[config.mk]
export PLATFORM = sky130hd
export DESIGN_NAME = pc_select_reg
export DESIGN_NICKNAME = d
export VERILOG_FILES = /design/src/rtl/pc_select_reg.sv
export SDC_FILE = /design/constraint.sdc
export NUM_CORES = 1
export LEC_CHECK = 0
export ABC_AREA = 1
export BUFFER_PORTS_ARGS = -buffer_cell sky130_fd_sc_hd__buf_4
export CORE_MARGIN = 1
export CORE_UTILIZATION = 38
export DETAILED_ROUTE_END_ITERATION = 10
export PLACE_DENSITY = 0.75
export SLEW_MARGIN = 20
export SYNTH_ARGS = -nofsm -noshare
export SYNTH_HDL_FRONTEND = slang
export SYNTH_SLANG_ARGS = --single-unit
[constraint.sdc]
create_clock -name clk -period 1.3 [get_ports clk]
set_input_delay 0.13 -clock clk [delete_from_list [all_inputs] [get_ports clk]]
set_output_delay 0.13 -clock clk [all_outputs]
set_load 0.05 [all_outputs]
[src/rtl/pc_select_reg.sv]
// Fetch-stage PC register with its next-PC selector.
// Chooses the next fetch address from NSRC candidates, holds on stall,
// redirects on exception entry or ERET, and tracks the delay-slot and
// fetch-address-error flags for the exception path.
module pc_select_reg #(
  parameter int               WIDTH    = 32,
  parameter int               NSRC     = 3,
  parameter int               SELW     = 2,
  parameter logic [WIDTH-1:0] RESET_PC = WIDTH'(32'h00003000),
  parameter logic [WIDTH-1:0] EXC_VEC  = WIDTH'(32'h00004180),
  parameter logic [WIDTH-1:0] IMEM_LO  = WIDTH'(32'h00003000),
  parameter logic [WIDTH-1:0] IMEM_HI  = WIDTH'(32'h00006ffc)
) (
  input  logic                  clk,
  input  logic                  reset,
  input  logic [SELW-1:0]       sel,
  input  logic [NSRC*WIDTH-1:0] src,
  input  logic                  stall,
  input  logic                  is_branch_D,
  input  logic                  exc_req,
  input  logic                  eret_req,
  input  logic [WIDTH-1:0]      epc,
  output logic [WIDTH-1:0]      pc,
  output logic [WIDTH-1:0]      pc_plus4,
  output logic                  bd_F,
  output logic                  adel_F,
  output logic                  kill_D
);

  logic [WIDTH-1:0] next_norm;

  // Candidate mux; an index with no matching candidate falls back to RESET_PC
  // so the PC never picks up X from an unpopulated slot.
  always_comb begin
    next_norm = RESET_PC;
    for (int k = 0; k < NSRC; k++) begin
      if (sel == SELW'(k)) next_norm = src[k*WIDTH +: WIDTH];
    end
  end

  // PC, delay-slot flag and F/D kill; priority reset > exc > stall > eret > normal.
  always_ff @(posedge clk) begin
    if (reset) begin
      pc     <= RESET_PC;
      bd_F   <= 1'b0;
      kill_D <= 1'b0;
    end else if (exc_req) begin
      pc     <= EXC_VEC;
      bd_F   <= 1'b0;
      kill_D <= 1'b1;
    end else if (stall) begin
      // A pending ERET is dropped here; the requester re-asserts it later.
      kill_D <= 1'b0;
    end else if (eret_req) begin
      // ERET has no delay slot, so bd_F clears.
      pc     <= epc;
      bd_F   <= 1'b0;
      kill_D <= 1'b1;
    end else begin
      pc     <= next_norm;
      bd_F   <= is_branch_D;
      kill_D <= 1'b0;
    end
  end

  // Sequential PC and fetch-address check, both purely from the current pc.
  always_comb begin
    pc_plus4 = pc + WIDTH'(4);
    adel_F   = (pc[1:0] != 2'b00) | (pc < IMEM_LO) | (pc > IMEM_HI);
  end

endmodule

==> summary.json, run 1 <==
{
  "run_status": "finished, violations left",
  "failed_checks": "negative setup slack",
  "arrival_ns": 1.74,
  "antenna_found_initial": 0,
  "drtAntennaViolNets": 0,
  "hold-worst-slack_ns": 0.0286,
  "totalWireLength_um": 15700,
  "grt_start_max_net_pins": 31,
  "report.final.hold_viol_count": 0,
  "dr_total_vias": 4820,
  "fmax_mhz": 535,
  "timing.hold.worst.class": "input pin to flop",
  "synth_top_area_cell": "dfxtp_1",
  "syn-mean-instance-area_sq_um": 5.55,
  "io_buffer_count": 202,
  "reg2reg_depth": 5,
  "first_iter_violations": 363,
  "final_non_filler_cell_total": 893,
  "report.final.slew_viol_count": 0,
  "height_of_the_die_um": 90.7,
  "final_cell_mix": "buf_4 (225), nand2_1 (120), a21oi_1 (60)",
  "max-vdd-ir-drop_v": 0.000368,
  "syn-cell-area_sq_mm": 0.00299,
  "effective_utilization_at_floorplan_pct": 40.3,
  "yosysSeqAreaShare_pct": 22.8,
  "grt_pass1_wl_um": 21400,
  "leakagePower_uw": 0.00291,
  "area_enclosed_by_the_die_boundary_sq_mm": 0.00822,
  "fillerInstances": 472,
  "timing.hold.worst_path_depth": 2,
  "synth_cell_type_count": 26,
  "cp_data_required_time_ns": 1.17,
  "cts_hold_buffers": 0,
  "layout_min_cycle_time_ns": 1.87,
  "via_per_inst": 5.40,
  "grt-ovfl-total": 0,
  "most_common_library_cell_in_the_layout_ignoring_fill_and_taps": "buf_4",
  "dp.final_hpwl_um": 10900,
  "clockRootBuffer": "clkbuf_8",
  "cts-htree-levels": 2,
  "clock_skew_ns": 0,
  "worst_setup_path_start_kind": "flop",
  "preCtsSetupSlack_ns": -0.220,
  "critPathKind": "flop to output port",
  "cts.reportedPaths.clkPinSlew_ns": 0.07,
  "grtUsageTotal_pct": 32.4,
  "rsz0062_at_grt": "true",
  "area.growth.synth_to_final_pct": 107,
  "finalCritPeriodShare_pct": 144,
  "cellPowerDensity_mw_per_mm2": 597,
  "layout-drive-gt1-share_pct": 56.0,
  "fp-row-count": 31,
  "wl_per_cell_um": 17.6,
  "critical_path.cell_chain": "nand2_2 > nor2_2 > nand2_1 > nor2_1 > nand3_1 > nand2_4 > buf_6",
  "tritoncts": "yes",
  "finalWorstSetupSlack_ns": -0.568,
  "crit_path_max_incr_delay_ns": 0.39,
  "cts_inserted_buffers": 5,
  "synthCells": 538,
  "critical_path.max_fanout": 4,
  "synth.top_cells.by_area": "dfxtp_1 (23%), nand2_1 (22%), nor2_1 (10%)",
  "final_nets": 930,
  "drc": 0,
  "cts_sinks": 34,
  "die_x_um": 90.7,
  "timing.slew.headroom_pct": 69.5,
  "yosys_warnings": 0,
  "postSynthRegisterBits": 34,
  "routability_congestion_estimate_from_global_placement": 0.953,
  "core_area_sq_mm": 0.00741,
  "slowest_stage": "dfxtp_4",
  "worstMarginPinSlew_ns": 0.457,
  "cap_violations": 0,
  "insertedDiodeCount": 0,
  "postSynthNetCount": 675,
  "drt_pre_antenna_iters": 5,
  "number_of_top_level_design_ports": 203,
  "report.final.setup_viol": 29,
  "dp_cells": 873,
  "worstSetupEndpointType": "output port",
  "post-synth-top-area-fraction_pct": 22.8,
  "grt_pass1_vias": 4316,
  "insertion_delay_ns": 0.29,
  "cts_buffer_depth": 2
}
final timing paths:
check                                         from                  end  slack (ns)
worst min register to register   bd_F$_SDFFE_PP0N_    bd_F$_SDFFE_PP0N_        0.48
worst max register to register  pc[5]$_SDFFE_PP0N_   pc[5]$_SDFFE_PP0N_        0.07
worst max-delay path            pc[8]$_SDFFE_PP0P_         pc_plus4[28]       -0.57
worst min-delay path                         reset  pc[14]$_SDFFE_PP0P_        0.03
cells by family (layout without fill, tap and decap cells):
kind of cell | after synthesis | count (layout) | synth area share (%)
simple gates | 325 | 325 | 46.4
compound gates | 95 | 95 | 16.1
buf+inv | 70 | 326 | 10.5
flops | 34 | 34 | 22.8
xor+xnor | 13 | 13 | 3.81
fa+ha+maj | 1 | 1 | 0.419
layer usage:
metal  wire length, um  global-route usage, %  part of all wire (%)  vias to the layer above
met3              1070                   3.70                   6.8                       66
li1                  -                      -                     -                     2229
met1              5930                   40.1                    38                     2225
met5                 0                      0                     0                        -
met2              7990                   57.7                    51                      300
met4               700                   11.3                   4.5                        0
flip-flops by register name, summed over array words and instances (netlist names):
name / count
pc: 32
kill_D: 1
bd_F: 1
synthesized netlist by cell type:
library cell	n
a21oi_1	60
a31oi_1	2
and3_1	25
buf_2	11
buf_4	4
buf_6	3
clkbuf_1	3
clkinv_1	1
dfxtp_1	34
ha_1	1
inv_1	39
inv_2	9
nand2_1	172
nand2_2	4
nand3_1	22
nand3_2	1
nand3b_1	1
nand4_1	6
nor2_1	83
nor2_2	8
nor2_4	2
nor3_2	1
o21ai_0	16
o21ai_1	16
o31ai_1	1
xor2_1	13
per-stage QoR:
step / util, % / instance area, sq um / power (uW) / TNS, ns
after global routing: 83.5 / 6180 / 3820 / -14.15
after floorplan: - / 3570 / 2020 / -3.72
after detailed placement: 75.1 / 5560 / 2730 / -2.53
after CTS: 80.0 / 5930 / 3600 / -10.51
final: 83.5 / 6180 / 3690 / -12.57
after global placement: 75.1 / 5560 / 2710 / -1.99
cell type report:
cell class                      instances  area (sq um)  area share [%]
Multi-Input combinational cell        434          2720            44.0
Timing Repair Buffer                  269          2270            36.6
Sequential cell                        34           791            12.8
Inverter                               49           189            3.06
Tap cell                               99           124            2.00
Clock buffer                            6          82.6            1.34
Clock inverter                          2          12.5           0.202
where the power goes:
| group | internal [uW] | total [uW] | leakage (uW) | switching, uW |
|---|---|---|---|---|
| sequential | 1070 | 1160 | 0.000300 | 85.6 |
| clock | 426 | 843 | 0.0000472 | 417 |
| combinational | 738 | 1690 | 0.00256 | 951 |
| total | 2240 | 3690 | 0.00291 | 1450 |
critical path: cells and delay by family (launching register included):
kind | cells | cell delay [ns]
DFF | 1 | 0.39
buffers and inverters | 1 | 0.15
and+or+nand+nor | 6 | 0.91
what timing repair did:
item | in CTS | in global routing
setup buffers | 5 | 8
resized for setup | 65 | 56
pin swaps | 24 | 26
setup endpoints to repair | 29 | 29
Note: power is estimated with default switching activity, not from simulation.
==> run 2: changes to the inputs <==
Settings changed: CORE_UTILIZATION 38 to 40, PLACE_DENSITY 0.75 to 0.76.
Clock period 1.3 ns to 2 ns, I/O delays scaled along.
==> summary.json, run 2 (synthesis results as in run 1) <==
{
  "run_status": {"value": "finished, final reports clean", "change": "was finished, violations left"},
  "insertedDiodeCount": {"value": 0, "change": "unchanged"},
  "via_per_inst": {"value": 5.03, "change": "was 5.40"},
  "critPathKind": {"value": "flop to output port", "change": "unchanged"},
  "wl_per_cell": {"value": 14.2, "unit": "um", "change": "was 17.6 um"},
  "report.final.setup_viol": {"value": 0, "change": "was 29"},
  "effective_utilization_at_floorplan": {"value": 41.2, "unit": "%", "change": "was 40.3%"},
  "final_core_utilization": {"value": 66.3, "unit": "%", "change": "was 83.5%"},
  "drt_pre_antenna_iters": {"value": 5, "change": "unchanged"},
  "antenna_found_initial": {"value": 0, "change": "unchanged"},
  "crit_top_cell": "nand2_1",
  "grt-ovfl-total": {"value": 0, "change": "unchanged"},
  "report.final.slew_viol_count": {"value": 0, "change": "unchanged"},
  "max-vdd-ir-drop": {"value": 0.000248, "unit": "V", "change": "was 0.000368 V"},
  "dr_total_vias": {"value": 4197, "change": "was 4,820"},
  "tritoncts": {"value": "yes", "change": "unchanged"},
  "clock_skew": {"value": 0, "unit": "ns", "change": "unchanged"},
  "drtAntennaViolNets": {"value": 0, "change": "unchanged"},
  "grt_pass1_vias": {"value": 3836, "change": "was 4,316"},
  "wl_met1": {"value": 5010, "unit": "um", "change": "was 5930 um"},
  "cellPowerDensity": {"value": 457, "unit": "mW/mm^2", "change": "was 597 mW/mm^2"},
  "final_nets": {"value": 871, "change": "was 930"},
  "clockRootBuffer": {"value": "clkbuf_8", "change": "unchanged"},
  "met3WireLength": {"value": 808, "unit": "um", "change": "was 1070 um"},
  "cap_violations": {"value": 0, "change": "unchanged"},
  "grt_start_max_net_pins": {"value": 30, "change": "was 31"},
  "cts.reportedPaths.clkPinSlew": {"value": 0.07, "unit": "ns", "change": "about the same"},
  "drc": {"value": 0, "change": "unchanged"},
  "largest_register_ffs": {"value": 32, "change": "unchanged"},
  "routability_congestion_estimate_from_global_placement": {"value": 1.05, "change": "was 0.953"},
  "grtUsageTotal": {"value": 29.7, "unit": "%", "change": "was 32.4%"},
  "report.final.hold_viol_count": {"value": 0, "change": "unchanged"},
  "worstSetupEndpointType": {"value": "output port", "change": "unchanged"},
  "fmax_mhz": 522,
  "core_area": {"value": 0.00725, "unit": "sq mm", "change": "was 0.00741 sq mm"},
  "timing.slew.headroom": {"value": 61.4, "unit": "%", "change": "was 69.5%"},
  "insertion_delay": {"value": 0.29, "unit": "ns", "change": "about the same"},
  "fillerInstances": {"value": 696, "change": "was 472"},
  "layout_min_cycle_time_ns": 1.92,
  "finalCritPeriodShare_pct": 95.9,
  "cts_hold_buffers": {"value": 0, "change": "unchanged"},
  "dp.final_hpwl": {"value": 9740, "unit": "um", "change": "was 10,900 um"},
  "arrival": {"value": 1.72, "unit": "ns", "change": "was 1.74 ns"},
  "tns": {"value": 0, "unit": "ns", "change": "was -12.57 ns"},
  "highest-signal-layer": {"value": "met4", "change": "unchanged"},
  "worst_setup_path_start_kind": {"value": "flop", "change": "unchanged"},
  "fp-row-count": {"value": 31, "change": "unchanged"},
  "layout-drive-gt1-share": {"value": 36.7, "unit": "%", "change": "was 56.0%"},
  "cts-htree-levels": {"value": 2, "change": "unchanged"},
  "cts_sinks": {"value": 34, "change": "unchanged"},
  "top_reg_by_flops": {"value": "pc", "change": "unchanged"},
  "grt_pass1_wl": {"value": 17900, "unit": "um", "change": "was 21,400 um"},
  "rsz0062_at_grt": {"value": "false", "change": "was true"},
  "critical_path.max_fanout": {"value": 5, "change": "was 4"},
  "height_of_the_die": {"value": 88.4, "unit": "um", "change": "was 90.7 um"},
  "cts_inserted_buffers": {"value": 5, "change": "unchanged"},
  "final_cell_mix": {"value": "buf_4 (209), nand2_1 (171), nor2_1 (77)", "change": "was buf_4 (225), nand2_1 (120), a21oi_1 (60)"},
  "wl_met2": {"value": 5740, "unit": "um", "change": "was 7990 um"},
  "total_design_power": {"value": 2200, "unit": "uW", "change": "was 3690 uW"},
  "leakagePower": {"value": 0.00231, "unit": "uW", "change": "was 0.00291 uW"},
  "critical_path.cell_chain": {"value": "nand2_1 > nor2_1 > nand2_1 > nor2_1 > nand3_1 > nand2_1 > buf_4", "change": "was nand2_2 > nor2_2 > nand2_1 > nor2_1 > nand3_1 > nand2_4 > buf_6"},
  "area.growth.synth_to_final": {"value": 60.9, "unit": "%", "change": "was 107%"},
  "cp_data_required_time": {"value": 1.80, "unit": "ns", "change": "was 1.17 ns"},
  "number_of_top_level_design_ports": {"value": 203, "change": "unchanged"},
  "layout_top_registers": {"value": "pc x32, bd_F x1, kill_D x1", "change": "unchanged"},
  "die_x": {"value": 88.4, "unit": "um", "change": "was 90.7 um"},
  "area_enclosed_by_the_die_boundary": {"value": 0.00782, "unit": "sq mm", "change": "was 0.00822 sq mm"},
  "timing.hold.worst.class": {"value": "input pin to flop", "change": "unchanged"},
  "worstMarginPinSlew": {"value": 0.578, "unit": "ns", "change": "was 0.457 ns"},
  "slowest_stage": {"value": "dfxtp_2", "change": "was dfxtp_4"},
  "cts_buffer_depth": {"value": 2, "change": "unchanged"},
  "first_iter_violations": {"value": 259, "change": "was 363"},
  "io_buffer_count": {"value": 202, "change": "unchanged"},
  "totalWireLength": {"value": 11800, "unit": "um", "change": "was 15,700 um"},
  "most_common_library_cell_in_the_layout_ignoring_fill_and_taps": {"value": "buf_4", "change": "unchanged"},
  "crit_path_max_incr_delay": {"value": 0.39, "unit": "ns", "change": "about the same"}
}
==> run 2: cell count changes in the layout (fill, tap and decap cells not counted), sizes merged <==
cell and delta:
clkinvlp -1, buf -59, clkbuf +1
==> run 2: critical path, delay by kind of cell (launching register included) <==
kind | cells | cell delay (ns)
buffers and inverters | 1 | 0.20
DFF | 1 | 0.39
and+or+nand+nor | 6 | 0.83
==> run 2: worst paths after layout <==
path / start / endpoint / slack (ns) / cells after the start
max: pc[8]$_SDFFE_PP0P_ / pc_plus4[23] / 0.08 / 7
min: reset / pc[8]$_SDFFE_PP0P_ / 0.10 / 2
max reg2reg: pc[19]$_SDFFE_PP0N_ / pc[19]$_SDFFE_PP0N_ / 0.97 / 4
min reg2reg: bd_F$_SDFFE_PP0N_ / bd_F$_SDFFE_PP0N_ / 0.49 / 2
==> run 2: what timing repair did <==
item	4_1_cts	5_1_grt
endpoints found under the setup margin	5	20
resized for setup	5	16
setup buffers	1	0
pin swaps	1	2
==> run 2: per-layer routing <==
metal,GRT usage (%),up-vias
met5,0,-
met4,9.82,0
met3,3.08,25
met2,50.6,198
met1,39.4,1868
li1,-,2106
==> run 2: area by class of cell <==
class	count	area (sq um)	share of cell area [%]
Tap cell	99	124	2.58
Clock buffer	7	86.3	1.80
Multi-Input combinational cell	434	2130	44.3
Clock inverter	1	5.00	0.104
Inverter	49	184	3.83
Sequential cell	34	699	14.5
Timing Repair Buffer	210	1580	32.9
==> run 2: power breakdown <==
| group | switching, uW | leakage [uW] | total, uW | internal (uW) |
|---|---|---|---|---|
| Combinational | 532 | 0.00198 | 895 | 363 |
| Sequential | 52.1 | 0.000283 | 766 | 714 |
| Clock | 259 | 0.0000482 | 537 | 278 |
==> run 2: through the flow <==
| stage | instance area [sq um] | setup WS (ns) | cells | hold WS (ns) |
|---|---|---|---|---|
| final | 4810 | 0.0825 | 834 | 0.104 |
| after global routing | 4810 | 0.000656 | 834 | 0.0973 |
| after CTS | 4760 | 0.0107 | 834 | 0.0989 |
| after detailed placement | 4650 | 0.301 | 825 | 0.403 |
| after global placement | 4650 | 0.352 | 825 | 0.401 |
| after floorplan | 3080 | -0.0811 | 538 | 0.262 |
==> run 3: changes to the inputs <==
==> constraint.sdc (replaced) <==
create_clock -name clk -period 2 [get_ports clk]
set_input_delay 0.4 -clock clk [delete_from_list [all_inputs] [get_ports clk]]
set_output_delay 0.4 -clock clk [all_outputs]
set_load 0.05 [all_outputs]
==> summary.json, run 3 (synthesis results as in run 1) <==
{
  "core_area": {"value": 0.00725, "unit": "sq mm", "change": "unchanged"},
  "final_core_utilization": {"value": 74.2, "unit": "%", "change": "was 66.3%"},
  "groute.layer.met2.usage": {"value": 53.5, "unit": "%", "change": "was 50.6%"},
  "cts.reportedPaths.clkPinSlew": {"value": 0.08, "unit": "ns", "change": "was 0.07 ns"},
  "routability_congestion_estimate_from_global_placement": {"value": 1.00, "change": "was 1.05"},
  "cp_data_required_time": {"value": 1.60, "unit": "ns", "change": "was 1.80 ns"},
  "critical_path_capture_point": {"value": "pc_plus4[24]", "change": "was pc_plus4[23]"},
  "reg2reg_depth": {"value": 6, "change": "was 4"},
  "layout-drive-gt1-share": {"value": 46.1, "unit": "%", "change": "was 36.7%"},
  "cts_buffer_depth": {"value": 2, "change": "unchanged"},
  "grtUsageTotal": {"value": 31.3, "unit": "%", "change": "was 29.7%"},
  "flop_pwr_share": {"value": 31.2, "unit": "%", "change": "was 34.9%"},
  "grt_pass1_wl": {"value": 18900, "unit": "um", "change": "was 17,900 um"},
  "clock_skew": {"value": 0, "unit": "ns", "change": "unchanged"},
  "arrival": {"value": 1.67, "unit": "ns", "change": "was 1.72 ns"},
  "layout_min_cycle_time": {"value": 2.07, "unit": "ns", "change": "was 1.92 ns"},
  "via_per_inst": {"value": 5.22, "change": "was 5.03"},
  "dpl_cell_area": {"value": 0.00471, "unit": "sq mm", "change": "was 0.00465 sq mm"},
  "fmax": {"value": 484, "unit": "MHz", "change": "was 522 MHz"},
  "power.switching": {"value": 902, "unit": "uW", "change": "was 843 uW"},
  "grt-ovfl-total": {"value": 0, "change": "unchanged"},
  "critical_path.max_fanout": {"value": 4, "change": "was 5"},
  "clockRootBuffer": {"value": "clkbuf_8", "change": "unchanged"},
  "area.growth.synth_to_final": {"value": 80.2, "unit": "%", "change": "was 60.9%"},
  "drtAntennaViolNets": {"value": 0, "change": "unchanged"},
  "first_iter_violations": {"value": 398, "change": "was 259"},
  "wl_per_cell": {"value": 15.7, "unit": "um", "change": "was 14.2 um"},
  "top_reg_by_flops": {"value": "pc", "change": "unchanged"},
  "startpoint_of_the_lowest_slack_register_to_register_path": {"value": "pc[3]$_SDFFE_PP0N_", "change": "was pc[19]$_SDFFE_PP0N_"},
  "post-route-cell-area": {"value": 0.00539, "unit": "sq mm", "change": "was 0.00481 sq mm"},
  "failed_checks": "negative setup slack",
  "layer_carrying_the_most_global_route_usage": {"value": "met2", "change": "unchanged"},
  "internal-power": {"value": 1560, "unit": "uW", "change": "was 1350 uW"},
  "dp.final_hpwl": {"value": 9820, "unit": "um", "change": "was 9740 um"},
  "use_met1": {"value": 40.3, "unit": "%", "change": "was 39.4%"},
  "layout_top_registers": {"value": "pc x32, bd_F x1, kill_D x1", "change": "unchanged"},
  "dr_total_vias": {"value": 4440, "change": "was 4,197"},
  "drt_pre_antenna_iters": {"value": 5, "change": "unchanged"},
  "tns": {"value": -0.338, "unit": "ns", "change": "was 0 ns"},
  "die_x": {"value": 88.4, "unit": "um", "change": "unchanged"},
  "worst_setup_path_start_kind": {"value": "flop", "change": "unchanged"},
  "worstSetupEndpointType": {"value": "output port", "change": "unchanged"},
  "totalWireLength": {"value": 13400, "unit": "um", "change": "was 11,800 um"},
  "finalWorstSetupSlack": {"value": -0.0666, "unit": "ns", "change": "was 0.0825 ns"},
  "report.final.slew_viol_count": {"value": 0, "change": "unchanged"},
  "final_nets": {"value": 888, "change": "was 871"},
  "comb_power_share": {"value": 39.2, "unit": "%", "change": "was 40.7%"},
  "number_of_top_level_design_ports": {"value": 203, "change": "unchanged"},
  "tritoncts": {"value": "yes", "change": "unchanged"},
  "cts_sinks": {"value": 34, "change": "unchanged"},
  "max-vdd-ir-drop": {"value": 0.000277, "unit": "V", "change": "was 0.000248 V"},
  "rr_endpoint": {"value": "pc[3]$_SDFFE_PP0N_", "change": "was pc[19]$_SDFFE_PP0N_"},
  "timing.hold.worst.class": {"value": "input pin to flop", "change": "unchanged"},
  "antenna_found_initial": {"value": 0, "change": "unchanged"},
  "final_cell_mix": {"value": "buf_4 (206), nand2_1 (152), a21oi_1 (60)", "change": "was buf_4 (209), nand2_1 (171), nor2_1 (77)"},
  "largest_register_ffs": {"value": 32, "change": "unchanged"},
  "critPathKind": {"value": "flop to output port", "change": "unchanged"},
  "sw_frac_of_total": {"value": 36.7, "unit": "%", "change": "was 38.4%"},
  "rsz0062_at_grt": {"value": "true", "change": "was false"},
  "worstMarginPinSlew": {"value": 0.538, "unit": "ns", "change": "was 0.578 ns"},
  "finalCritPeriodShare": {"value": 103, "unit": "%", "change": "was 95.9%"},
  "area_enclosed_by_the_die_boundary": {"value": 0.00782, "unit": "sq mm", "change": "unchanged"},
  "grt_pass1_vias": {"value": 3926, "change": "was 3,836"},
  "grt_use_met3": {"value": 4.10, "unit": "%", "change": "was 3.08%"},
  "grt_start_max_net_pins": {"value": 32, "change": "was 30"},
  "report.final.setup_viol": {"value": 9, "change": "was 0"},
  "timing.slew.headroom": {"value": 64.0, "unit": "%", "change": "was 61.4%"},
  "effective_utilization_at_floorplan": {"value": 41.2, "unit": "%", "change": "unchanged"},
  "insertedDiodeCount": {"value": 0, "change": "unchanged"},
  "cts_inserted_buffers": {"value": 5, "change": "unchanged"},
  "insertion_delay": {"value": 0.28, "unit": "ns", "change": "was 0.29 ns"},
  "setup.reg_to_reg.worst_slack": {"value": 0.87, "unit": "ns", "change": "was 0.97 ns"},
  "preCtsSetupSlack": {"value": 0.0727, "unit": "ns", "change": "was 0.301 ns"},
  "report.final.hold_viol_count": {"value": 0, "change": "unchanged"},
  "crit_path_start": {"value": "pc[2]$_SDFFE_PP0N_", "change": "was pc[8]$_SDFFE_PP0P_"},
  "hold-worst-slack": {"value": 0.294, "unit": "ns", "change": "was 0.104 ns"},
  "run_status": {"value": "finished, violations left", "change": "was finished, final reports clean"},
  "height_of_the_die": {"value": 88.4, "unit": "um", "change": "unchanged"},
  "clock_power_share": {"value": 29.6, "unit": "%", "change": "was 24.4%"},
  "cap_violations": {"value": 0, "change": "unchanged"},
  "leakagePower": {"value": 0.00256, "unit": "uW", "change": "was 0.00231 uW"},
  "io_buffer_count": {"value": 202, "change": "unchanged"},
  "cts-htree-levels": {"value": 2, "change": "unchanged"},
  "drc": {"value": 0, "change": "unchanged"},
  "cellPowerDensity": {"value": 457, "unit": "mW/mm^2", "change": "about the same"},
  "most_common_library_cell_in_the_layout_ignoring_fill_and_taps": {"value": "buf_4", "change": "unchanged"},
  "fp-row-count": {"value": 31, "change": "unchanged"}
}
run 3: cell count changes in the layout (fill, tap and decap cells not counted), sizes merged:
cell	delta
bufinv	+1
buf	+17
clkbuf	-1
run 3: layer usage:
| metal | wire length (um) | up-vias |
|---|---|---|
| met5 | 0 | - |
| met4 | 435 | 0 |
| met2 | 6790 | 261 |
| met1 | 5170 | 2000 |
| met3 | 993 | 40 |
| li1 | - | 2139 |
run 3: area by class of cell:
cell class	count	area (sq um)
tap	99	124
timing repair buffer	227	1820
clock buffer	6	93.8
inverter	49	186
multi-input combinational	434	2370
clock inverter	2	38.8
fill	556	1870
sequential	34	761
run 3: worst max-delay path, stage by stage (launching register included):
cell and delay [ns]:
dfxtp_4 0.38, ha_4 0.15, inv_4 0.05, nor3_2 0.39, nand3_1 0.13, nand2_1 0.08
buf_4 0.19
run 3: power by group through the flow:
stage / registers, uW / clock network (uW) / logic, uW
after floorplan: 896 / 0 / 384
after global placement: 784 / 0 / 879
after detailed placement: 786 / 0 / 887
after CTS: 767 / 727 / 908
after global routing: 771 / 760 / 1030
final: 767 / 728 / 966
run 3: worst min-delay path by stage:
stage | cells past startpoint | endpoint | start
2_1_floorplan | 1 | pc[14]$_SDFFE_PP0P_ | reset
3_3_place_gp | 2 | bd_F$_SDFFE_PP0N_ | bd_F$_SDFFE_PP0N_
3_5_place_dp | 2 | bd_F$_SDFFE_PP0N_ | bd_F$_SDFFE_PP0N_
4_1_cts | 2 | pc[7]$_SDFFE_PP0P_ | reset
5_1_grt | 2 | pc[8]$_SDFFE_PP0P_ | reset
6_report | 2 | pc[7]$_SDFFE_PP0P_ | reset
run 3: through the flow:
| step | total power, uW | std cells |
|---|---|---|
| floorplan | 1280 | 538 |
| global placement | 1660 | 824 |
| detailed placement | 1670 | 824 |
| CTS | 2400 | 838 |
| global route | 2560 | 851 |
| finish | 2460 | 851 |
run 3: repair_timing:
action,4_1_cts,5_1_grt
pin swaps,10,27
setup buffers,6,13
resized for setup,44,75
setup endpoints to repair,24,25
hold buffers,0,0
